--- config.mk ---
export PLATFORM = sky130hd
export DESIGN_NAME = fetch_branch_unit
export DESIGN_NICKNAME = d
export VERILOG_FILES = /design/src/rtl/fetch_branch_unit.sv
export SDC_FILE = /design/constraint.sdc
export NUM_CORES = 1
export LEC_CHECK = 0
export CAP_MARGIN = 10
export CORE_MARGIN = 10
export CORE_UTILIZATION = 35
export DETAILED_ROUTE_END_ITERATION = 10
export GPL_TIMING_DRIVEN = 0
export PLACE_DENSITY = 0.74
export SYNTH_ARGS = -nofsm -noshare
export SYNTH_HDL_FRONTEND = slang
export SYNTH_SLANG_ARGS = --single-unit
--- constraint.sdc ---
create_clock -name clk -period 2 [get_ports clk]
set_input_delay 0.5 -clock clk [delete_from_list [all_inputs] [get_ports clk]]
set_output_delay 0.5 -clock clk [all_outputs]
set_load 0.01 [all_outputs]
--- src/rtl/fetch_branch_unit.sv ---
// fetch_branch_unit
//   Datapath-side partner of the multicycle controller. It holds the program
//   counter, the instruction register that feeds the controller's opcode, and
//   the processor status word. It also evaluates branch conditions against the
//   registered PSW.
// Ports:
//   clk, rst_n       clock, synchronous active-low reset
//   IRWrite          load mem_rdata into opcode and count a retired fetch
//   PCWrite          unconditional PC load
//   Branch           conditional PC load, condition in opcode[11:8]
//   PSWEn            load alu_flags into psw
//   IorD             memory address select (0: pc, 1: alu_out)
//   PCSrc            next-PC source select
//   JAorJR           jump type for PCSrc=10 (0: absolute field, 1: reg_a)
//   alu_result       combinational ALU output
//   alu_out          registered ALU output
//   reg_a            register-file read port A
//   alu_flags        {N,Z,C,V} from the ALU
//   mem_rdata        memory read data
//   opcode, pc, psw  architectural registers
//   mem_addr         combinational memory address
//   branch_taken     Branch & cond_true
//   instret          retired-fetch counter (wraps)
module fetch_branch_unit #(
  parameter logic [15:0] RESET_PC = 16'h0000,
  parameter int unsigned JA_BITS  = 8
) (
  input  logic        clk,
  input  logic        rst_n,
  input  logic        IRWrite,
  input  logic        PCWrite,
  input  logic        Branch,
  input  logic        PSWEn,
  input  logic        IorD,
  input  logic [1:0]  PCSrc,
  input  logic        JAorJR,
  input  logic [15:0] alu_result,
  input  logic [15:0] alu_out,
  input  logic [15:0] reg_a,
  input  logic [3:0]  alu_flags,
  input  logic [15:0] mem_rdata,
  output logic [15:0] opcode,
  output logic [15:0] pc,
  output logic [15:0] mem_addr,
  output logic [3:0]  psw,
  output logic        branch_taken,
  output logic [15:0] instret
);

  typedef enum logic [3:0] {
    COND_EQ, COND_NE, COND_CS, COND_CC,
    COND_MI, COND_PL, COND_VS, COND_VC,
    COND_HI, COND_LS, COND_GE, COND_LT,
    COND_GT, COND_LE, COND_AL, COND_NV
  } cond_e;

  typedef enum logic [1:0] {
    SRC_ALU    = 2'b00,
    SRC_ALUOUT = 2'b01,
    SRC_JUMP   = 2'b10,
    SRC_HOLD   = 2'b11
  } pc_src_e;

  // Low JA_BITS of the PC come from the instruction on an absolute jump;
  // the upper bits are kept from the current PC.
  localparam logic [15:0] JA_MASK = 16'((32'd1 << JA_BITS) - 32'd1);

  logic        n, z, c, v;
  logic        cond_true;
  logic        pc_en;
  logic [15:0] pc_next;
  cond_e       cond;
  pc_src_e     pc_src;

  assign {n, z, c, v} = psw;
  assign cond         = cond_e'(opcode[11:8]);
  assign pc_src       = pc_src_e'(PCSrc);

  // Conditions look at the registered psw only, so a PSWEn in the same
  // cycle as a Branch cannot influence that branch.
  always_comb begin
    cond_true = 1'b0;
    case (cond)
      COND_EQ: cond_true = z;
      COND_NE: cond_true = !z;
      COND_CS: cond_true = c;
      COND_CC: cond_true = !c;
      COND_MI: cond_true = n;
      COND_PL: cond_true = !n;
      COND_VS: cond_true = v;
      COND_VC: cond_true = !v;
      COND_HI: cond_true = c & !z;
      COND_LS: cond_true = !c | z;
      COND_GE: cond_true = (n == v);
      COND_LT: cond_true = (n != v);
      COND_GT: cond_true = !z & (n == v);
      COND_LE: cond_true = z | (n != v);
      COND_AL: cond_true = 1'b1;
      COND_NV: cond_true = 1'b0;
      default: cond_true = 1'b0;
    endcase
  end

  assign branch_taken = Branch & cond_true;
  assign pc_en        = PCWrite | branch_taken;
  assign mem_addr     = IorD ? alu_out : pc;

  always_comb begin
    pc_next = pc;
    case (pc_src)
      SRC_ALU:    pc_next = alu_result;
      SRC_ALUOUT: pc_next = alu_out;
      SRC_JUMP:   pc_next = JAorJR ? reg_a : ((pc & ~JA_MASK) | (opcode & JA_MASK));
      SRC_HOLD:   pc_next = pc;
      default:    pc_next = pc;
    endcase
  end

  always_ff @(posedge clk) begin
    if (!rst_n) begin
      pc      <= RESET_PC;
      opcode  <= '0;
      psw     <= '0;
      instret <= '0;
    end else begin
      if (pc_en) begin
        pc <= pc_next;
      end
      if (IRWrite) begin
        opcode  <= mem_rdata;
        instret <= instret + 16'd1;
      end
      if (PSWEn) begin
        psw <= alu_flags;
      end
    end
  end

endmodule

# After elaboration in Yosys (flattened, before gate mapping)
# Index checks and enable logic that the tools add are counted.
# word_totals
latchBits,0
mem_count,0
mem_bits_ro,0
out_inout_bits,69
word_cells,44
ramBits,0
input_bits,78
reg_bits,52
# op_classes
n_bitwise,8
mul,0
shift,0
div_mod_pow,0
muxes,4
n_eq_ne,20
add_sub_neg,1
n_lt_le_gt_ge,0
n_reduce_logical,7
# op_table
cell,count
$pmux 16 s3,1
$eq 4x4->1 const B,8
$mux 16,2
$add 16x1->16 const B,1
$eq 4x3->1 const B,4
$or 16x8->16,1
$pmux 1 s16,1
$eq 4x2->1 const B,2
$eq 2x2->1 const B,2
$eq 4x1->1 const B,1
$logic_not 1->1,4
$logic_not 4->1,1
$and 1x1->1,3
$or 1x1->1,3
$eq 2x1->1 const B,1
$logic_not 2->1,1
$reduce_and 2->1,1
$eq 1x1->1,1
$ne 1x1->1,1
$not 1->1,1

# Logic depth before layout (Yosys ltp)
# Gate-level depths: netlist of the first run.
# logic_depth
depth_word,6
depth_mapped,8
depth_no_buf,6

# Least setup slack after synthesis of the first run
# OpenSTA, ideal clock, no wires.
# synth_path
path_type,input to output
from,input IorD
to,output mem_addr[10]
t_arrival_ns,1.499
n_path_buf,2
required_time_ns,1.500
path_slack_ns,0.001
stages,3
cell_sequence,clkbuf_1 -> clkbuf_1 -> mux2_2
# synth_via
elab_chain_cells,1
# synth_rtl
item,line_no,rtl
"start, declared",34,"input logic IorD,"
$mux 16,106,assign mem_addr = IorD ? alu_out : pc;
"end, declared",44,"output logic [15:0] mem_addr,"
# Every way passes these cells.

# Final worst setup path of the first run
# layout_path
from,register opcode[9]
to,output branch_taken
# layout_via
elab_chain_cells,3
word_cells_on_any_way,18
cone_classes,eq/ne: 15; mux: 1; bitwise: 1; reduce/logical: 1
# layout_rtl
item,line_no,rtl
"start, declared",42,"output logic [15:0] opcode,"
"start signal, assigned",130,opcode <= mem_rdata;
"$eq 4x4->1, or another cell as far along",83,case (cond)
$pmux 1 s16 *,83,
$and 1x1->1 *,104,assign branch_taken = Branch & cond_true;
"end, declared",46,"output logic branch_taken,"
# Mark *: on every way between the ends. The rest lies on a longest branch, timed or not.

==> results of run 1 <==
## metal layers
layer  track usage (%)  vias up
met2              27.2       96
li1                  -     1456
met4              3.81        0
met3              5.71        9
met1              16.9     1406
met5                 0        -
## logic make-up after synthesis
logic type | synth area share [%]
xor gates and xnor gates | 5.19
and+or+nand+nor | 18.8
buffers and inverters | 4.69
DFF | 34.5
adders and majority gates | 1.66
muxes | 24.9
AOI/OAI and AO/OA | 10.2
## flip-flops by register name, summed over array words and instances (netlist names)
name,flops
psw,4
instret,16
opcode,16
pc,16
## area by class of cell
class / instances / area [um^2]
Buffer: 23 / 144
Clock inverter: 3 / 27.5
Fill cell: 747 / 3450
Multi-Input combinational cell: 247 / 1890
Inverter: 6 / 22.5
Timing Repair Buffer: 151 / 1510
Clock buffer: 5 / 68.8
Sequential cell: 52 / 1050
Tap cell: 105 / 131
## cells in the mapped netlist
master / n / area share (%)
nor2_1: 2 / 0.25
buf_2: 2 / 0.33
xor2_1: 4 / 1.2
o21ai_0: 17 / 2.8
or2_1: 1 / 0.21
o31ai_4: 1 / 0.71
o211ai_2: 1 / 0.41
clkbuf_1: 22 / 2.7
nor2b_1: 21 / 4.4
buf_6: 1 / 0.37
and3_1: 2 / 0.41
inv_1: 6 / 0.75
a22oi_1: 16 / 4.0
a31oi_1: 2 / 0.41
nand3_1: 5 / 0.83
nand4_1: 2 / 0.41
nor4b_1: 1 / 0.29
mux2_2: 33 / 12
nand2b_1: 1 / 0.21
xnor2_1: 12 / 3.5
o221ai_2: 1 / 0.50
buf_8: 1 / 0.50
a21oi_1: 1 / 0.17
dfxtp_1: 52 / 35
nand2_1: 55 / 6.8
nand3b_1: 1 / 0.25
and2_1: 16 / 3.3
and4_1: 5 / 1.5
ha_1: 4 / 1.7
a221oi_1: 1 / 0.29
mux2i_1: 38 / 13
o41ai_1: 1 / 0.29
xor2_2: 1 / 0.54
a21o_2: 1 / 0.29
a31o_2: 1 / 0.29
## power groups by stage
| stage | registers, mW | logic (mW) | clock network (mW) |
|---|---|---|---|
| floorplan | 1.18 | 0.329 | 0 |
| CTS | 1.14 | 0.777 | 0.666 |
| finish | 1.15 | 0.782 | 0.645 |
| global route | 1.16 | 0.846 | 0.700 |
| global placement | 1.16 | 0.735 | 0 |
| detailed placement | 1.16 | 0.747 | 0 |
## worst max-delay path, stage by stage, from the launching register on
cell	delay, ps
dfxtp_2	350
buf_6	140
mux2_4	310
a221oi_2	260
a31oi_2	80
a21oi_2	150
buf_2	150
## placed cells by master (no fill, tap or decap), types with 11 or more instances in the layout
| cell | Yosys | routed |
|---|---|---|
| clkdlybuf4s50_1 | 0 | 124 |
| nand2_1 | 55 | 55 |
| dfxtp_1 | 52 | 47 |
| mux2i_1 | 38 | 37 |
| mux2_2 | 33 | 32 |
| nor2b_1 | 21 | 21 |
| o21ai_0 | 17 | 17 |
| and2_1 | 16 | 16 |
| a22oi_1 | 16 | 16 |
| clkbuf_1 | 22 | 15 |
| xnor2_1 | 12 | 12 |
| clkdlybuf4s15_1 | 0 | 11 |
## what timing repair did
action | 4_1_cts | 5_1_grt
gates resized for setup | 43 | 22
pin swaps | 5 | 7
endpoints found under the setup margin | 43 | 28
buffers inserted | 5 | 2
endpoints found under the hold margin | 0 | 0
cloned | 2 | 0
## per-stage QoR
stage               cells  power, mW  TNS (ps)
floorplan             331       1.51         0
global placement      578       1.90    -21410
detailed placement    578       1.91    -22760
CTS                   593       2.58     -1740
global route          592       2.70     -4390
finish                592       2.57     -1680
## path summary, 6_finish.rpt
check | start | endpoint | cells past startpoint
setup / recovery | opcode[9] | branch_taken | 6
hold / removal | pc[1] | pc[1] | 2
setup reg to reg | opcode[9] | pc[14] | 11
hold reg to reg | pc[1] | pc[1] | 2
==> flow_metrics.py, run 1 <==
metrics = {
    "placement": {
        "place_ws_ps": -774,
        "placed_area_um2": 4570,
        "gp_congestion": 0.761,
        "port_buffers": 142,
        "dp_hpwl_um": 7850,
    },
    "power": {
        "power.switching_uw": 761,
        "switching_share_pct": 29.6,
        "p_comb_share_pct": 30.4,
        "p_per_area_nw_per_um2": 531,
        "intPower_mw": 1.81,
        "sequentialPowerShare_pct": 44.5,
        "clockPowerShare_pct": 25.1,
        "leakage_nw": 1.94,
        "ir_drop_mv": 0.300,
    },
    "global_routing": {
        "grt.overflow.total": 0,
        "grt_pass1_vias": 3190,
        "grt_first_pass_wirelength_um": 16200,
        "grt_max_degree": 19,
        "antenna_found_initial": 0,
        "grt_use_total_pct": 15.3,
    },
    "status": {
        "status": "complete, but fails checks",
        "failed_checks": "setup timing",
    },
    "clock_tree": {
        "cts.sinks": 52,
        "cts_buffer_depth": 2,
        "hold_buffers": 0,
        "cts-root-buf": "clkbuf_8",
        "numCtsBuffers": 5,
        "clock_latency_ps": 310,
        "clk_pin_slew_ps": 110,
        "htree_levels": 2,
        "cts_tree": "yes",
    },
    "layout": {
        "nets": 568,
        "diodes": 0,
        "stdcell_area_um2": 4840,
        "layout-drive-gt1-share_pct": 15.6,
        "utilization_pct": 58.4,
        "area_growth_pct": 60.7,
    },
    "sta": {
        "slew-limit-headroom_pct": 55.1,
        "fmax_mhz": 447,
        "min_period_ps": 2240,
        "worst_slack_ps": -239,
        "fin_crit_sh_pct": 112,
        "slew_viol_final": 0,
        "setup_violations": 17,
        "timing.hold.ws_ps": 488,
        "rsz0062_at_grt": "yes",
        "worst_pin_slew_ps": 673,
        "skew_ps": 9.16,
        "hold_violations": 0,
    },
    "floorplanning": {
        "initial_utilization_pct": 36.3,
        "die_w_um": 113,
        "die_h_um": 113,
        "die_area_um2": 12700,
        "io_pins": 147,
        "core_region_area_um2": 8300,
        "rows": 33,
    },
    "setup_path": {
        "crit_required_ps": 1500,
        "rrSetupSlack_ps": -140,
        "worstSetupStartpointType": "flop",
        "endpoint_kind": "primary output",
        "worstSetupPathType": "reg -> out",
        "cp.arrival_ps": 1740,
        "path_max_fanout": 7,
    },
    "synth": {
        "syn_area_per_cell_um2": 9.11,
        "seq_area_frac_synth_pct": 34.5,
        "synth.ff_latch_count": 52,
        "syn-cell-area_um2": 3020,
        "synth.distinct_cells": 35,
        "synth_nets": 413,
        "synth_cells": 331,
        "yosysWarnings": 0,
    },
    "detailed_routing": {
        "wl_met3_um": 834,
        "first_pass_iters": 4,
        "vias_per_cell": 5.01,
        "ant_nets": 0,
        "wl_per_cell_um": 17.5,
        "drt_iter0_markers": 85,
        "drc": 0,
        "vias": 2967,
        "m1WireLength_um": 4270,
        "route.met2.wl_um": 5120,
        "dr.max_layer_used": "met4",
        "routed_wirelength_um": 10400,
    },
    "job": {
        "drv_cap": 0,
    },
    "hold_path": {
        "hold_path.class": "reg -> reg",
    },
}
No activity file was read; power rests on OpenSTA's default activity.
==> inputs of run 2 (changes only) <==
--- a/config.mk
+++ b/config.mk
@@ -8,6 +8,7 @@
 export CAP_MARGIN = 10
 export CORE_MARGIN = 10
 export CORE_UTILIZATION = 35
+export CTS_BUF_LIST = sky130_fd_sc_hd__clkbuf_16
 export DETAILED_ROUTE_END_ITERATION = 10
 export GPL_TIMING_DRIVEN = 0
 export PLACE_DENSITY = 0.74
==> flow_metrics.py, run 2 (same netlist as run 1, synthesis figures left out) <==
metrics = {
    "setup_path": {
        "cp.depth": 6,
        "worstSetupPathType": "reg -> out",
        "endpoint_kind": "primary output",
        "path_max_fanout": 8,
        "critPathTopFamily": "compound AO/OA/AOI/OAI gates",
        "r2r_end": "pc[4]",
        "critPathMaxStageDelay_ps": 340,
        "worstSetupStartpointType": "flop",
        "cpMaxStageDelayCell": "dfxtp_2",
        "cp.arrival_ps": 1670,
        "crit_buf_inv": 2,
        "reg2reg_depth": 10,
        "worstSetupStartpoint": "opcode[9]",
        "crit_end": "branch_taken",
        "crit_path_cell_trace": "buf_6 -> mux2_4 -> a221oi_2 -> a31oi_1 -> a21oi_2 -> buf_2",
        "rrSetupSlack_ps": -100,
        "crit_required_ps": 1500,
        "r2r_start": "opcode[9]",
    },
    "status": {
        "status": "complete, but fails checks",
        "failed_checks": "setup timing",
    },
    "detailed_routing": {
        "wl_per_cell_um": 17.4,
        "drc": 0,
        "vias": 2945,
        "drt_iter0_markers": 80,
        "ant_nets": 0,
        "first_pass_iters": 4,
        "routed_wirelength_um": 10300,
        "vias_per_cell": 4.99,
    },
    "floorplanning": {
        "die_w_um": 113,
        "core_region_area_um2": 8300,
        "die_area_um2": 12700,
        "rows": 33,
        "io_pins": 147,
        "initial_utilization_pct": 36.3,
        "die_h_um": 113,
    },
    "sta": {
        "slew_viol_final": 0,
        "hold_violations": 0,
        "setup_violations": 17,
        "fmax_mhz": 460,
        "slew-limit-headroom_pct": 54.5,
        "worst_slack_ps": -173,
        "rsz0062_at_grt": "yes",
        "fin_crit_sh_pct": 109,
        "skew_ps": 5.93,
        "worst_pin_slew_ps": 682,
        "min_period_ps": 2170,
    },
    "job": {
        "drv_cap": 0,
    },
    "layout": {
        "nets": 566,
        "final_common_cell": "clkdlybuf4s50_1",
        "area_growth_pct": 61.4,
        "diodes": 0,
        "layout-drive-gt1-share_pct": 15.1,
        "stdcell_area_um2": 4870,
        "mostFrequentLayoutCells": "clkdlybuf4s50_1, nand2_1, dfxtp_1",
        "stdcell_count": 590,
        "utilization_pct": 58.6,
        "nFillCells": 743,
        "reg_top3": "instret: 16 flops, opcode: 16 flops, pc: 16 flops",
    },
    "power": {
        "leakage_nw": 1.96,
        "p_per_area_nw_per_um2": 576,
        "ir_drop_mv": 0.378,
        "p_total_mw": 2.80,
    },
    "placement": {
        "port_buffers": 142,
        "placed_area_um2": 4570,
        "placed_cells": 578,
        "place_ws_ps": -774,
        "gp_congestion": 0.761,
        "dp_hpwl_um": 7850,
    },
    "clock_tree": {
        "cts_tree": "yes",
        "cts-root-buf": "clkbuf_16",
        "numCtsBuffers": 5,
        "cts_buffer_depth": 2,
        "htree_levels": 2,
        "hold_buffers": 0,
        "clk_pin_slew_ps": 70,
        "clock_latency_ps": 290,
        "cts.sinks": 52,
    },
    "global_routing": {
        "grt_first_pass_wirelength_um": 15800,
        "antenna_found_initial": 0,
        "grt_use_total_pct": 14.9,
        "grt.overflow.total": 0,
        "grt_pass1_vias": 3128,
        "grt_max_degree": 19,
    },
    "hold_path": {
        "hold_start": "pc[1]",
        "hold_path.class": "reg -> reg",
    },
}
run 2: cell count changes in the layout (fill, tap and decap cells not counted), moves of 2 or more:
cell	previous run	this run
dfxtp_2	2	4
buf_2	3	1
clkbuf_2	1	4
dfxtp_4	3	0
clkbuf_1	15	13
clkbuf_16	1	7
clkbuf_8	7	2
run 2: tightest hold or removal path: stages, from the launching register on:
cell,delay (ps)
dfxtp_1,320
nand2_1,60
mux2i_1,60
run 2: layout make-up:
class                      count  area (um^2)  share of cell area (%)
buffer                        24          160                    3.29
clock buffer                   5          125                    2.57
clock inverter                 3         27.5                   0.566
inverter                       6         22.5                   0.463
multi-input combinational    247         1880                    38.6
sequential                    52         1050                    21.5
tap                          105          131                    2.70
timing repair buffer         148         1480                    30.4
run 2: through the flow:
step	TNS (ps)	hold WS, ps
floorplan	0	492
global placement	-21410	466
detailed placement	-22760	479
CTS	-260	492
global route	-3370	499
finish	-1270	484
run 2: worst min-delay path by stage:
stage	endpoint	slack (ps)	cells after the start
finish	pc[1]	480	2
floorplan	pc[0]	490	2
detailed placement	pc[4]	480	2
global placement	pc[5]	470	2
CTS	pc[1]	490	2
global route	pc[0]	500	2
run 2: repair_timing:
item / in CTS / in global routing
pin swaps: 1 / 6
buffers inserted: 1 / 3
gates cloned: 1 / 1
resized for setup: 37 / 22
endpoints found under the setup margin: 43 / 29
run 2: report_power, final:
part / internal (mW) / switching (mW)
clock network: 0.476 / 0.413
logic: 0.456 / 0.314
registers: 1.09 / 0.0536
total: 2.02 / 0.781
run 2: routing by layer:
metal	part of all wire [%]	wire length (um)	GRT usage [%]	vias up
li1	-	-	-	1447
met1	42	4290	16.6	1386
met2	48	4980	26.4	104
met3	8.5	871	5.71	8
met4	1.2	124	3.30	0
met5	0	0	0	-
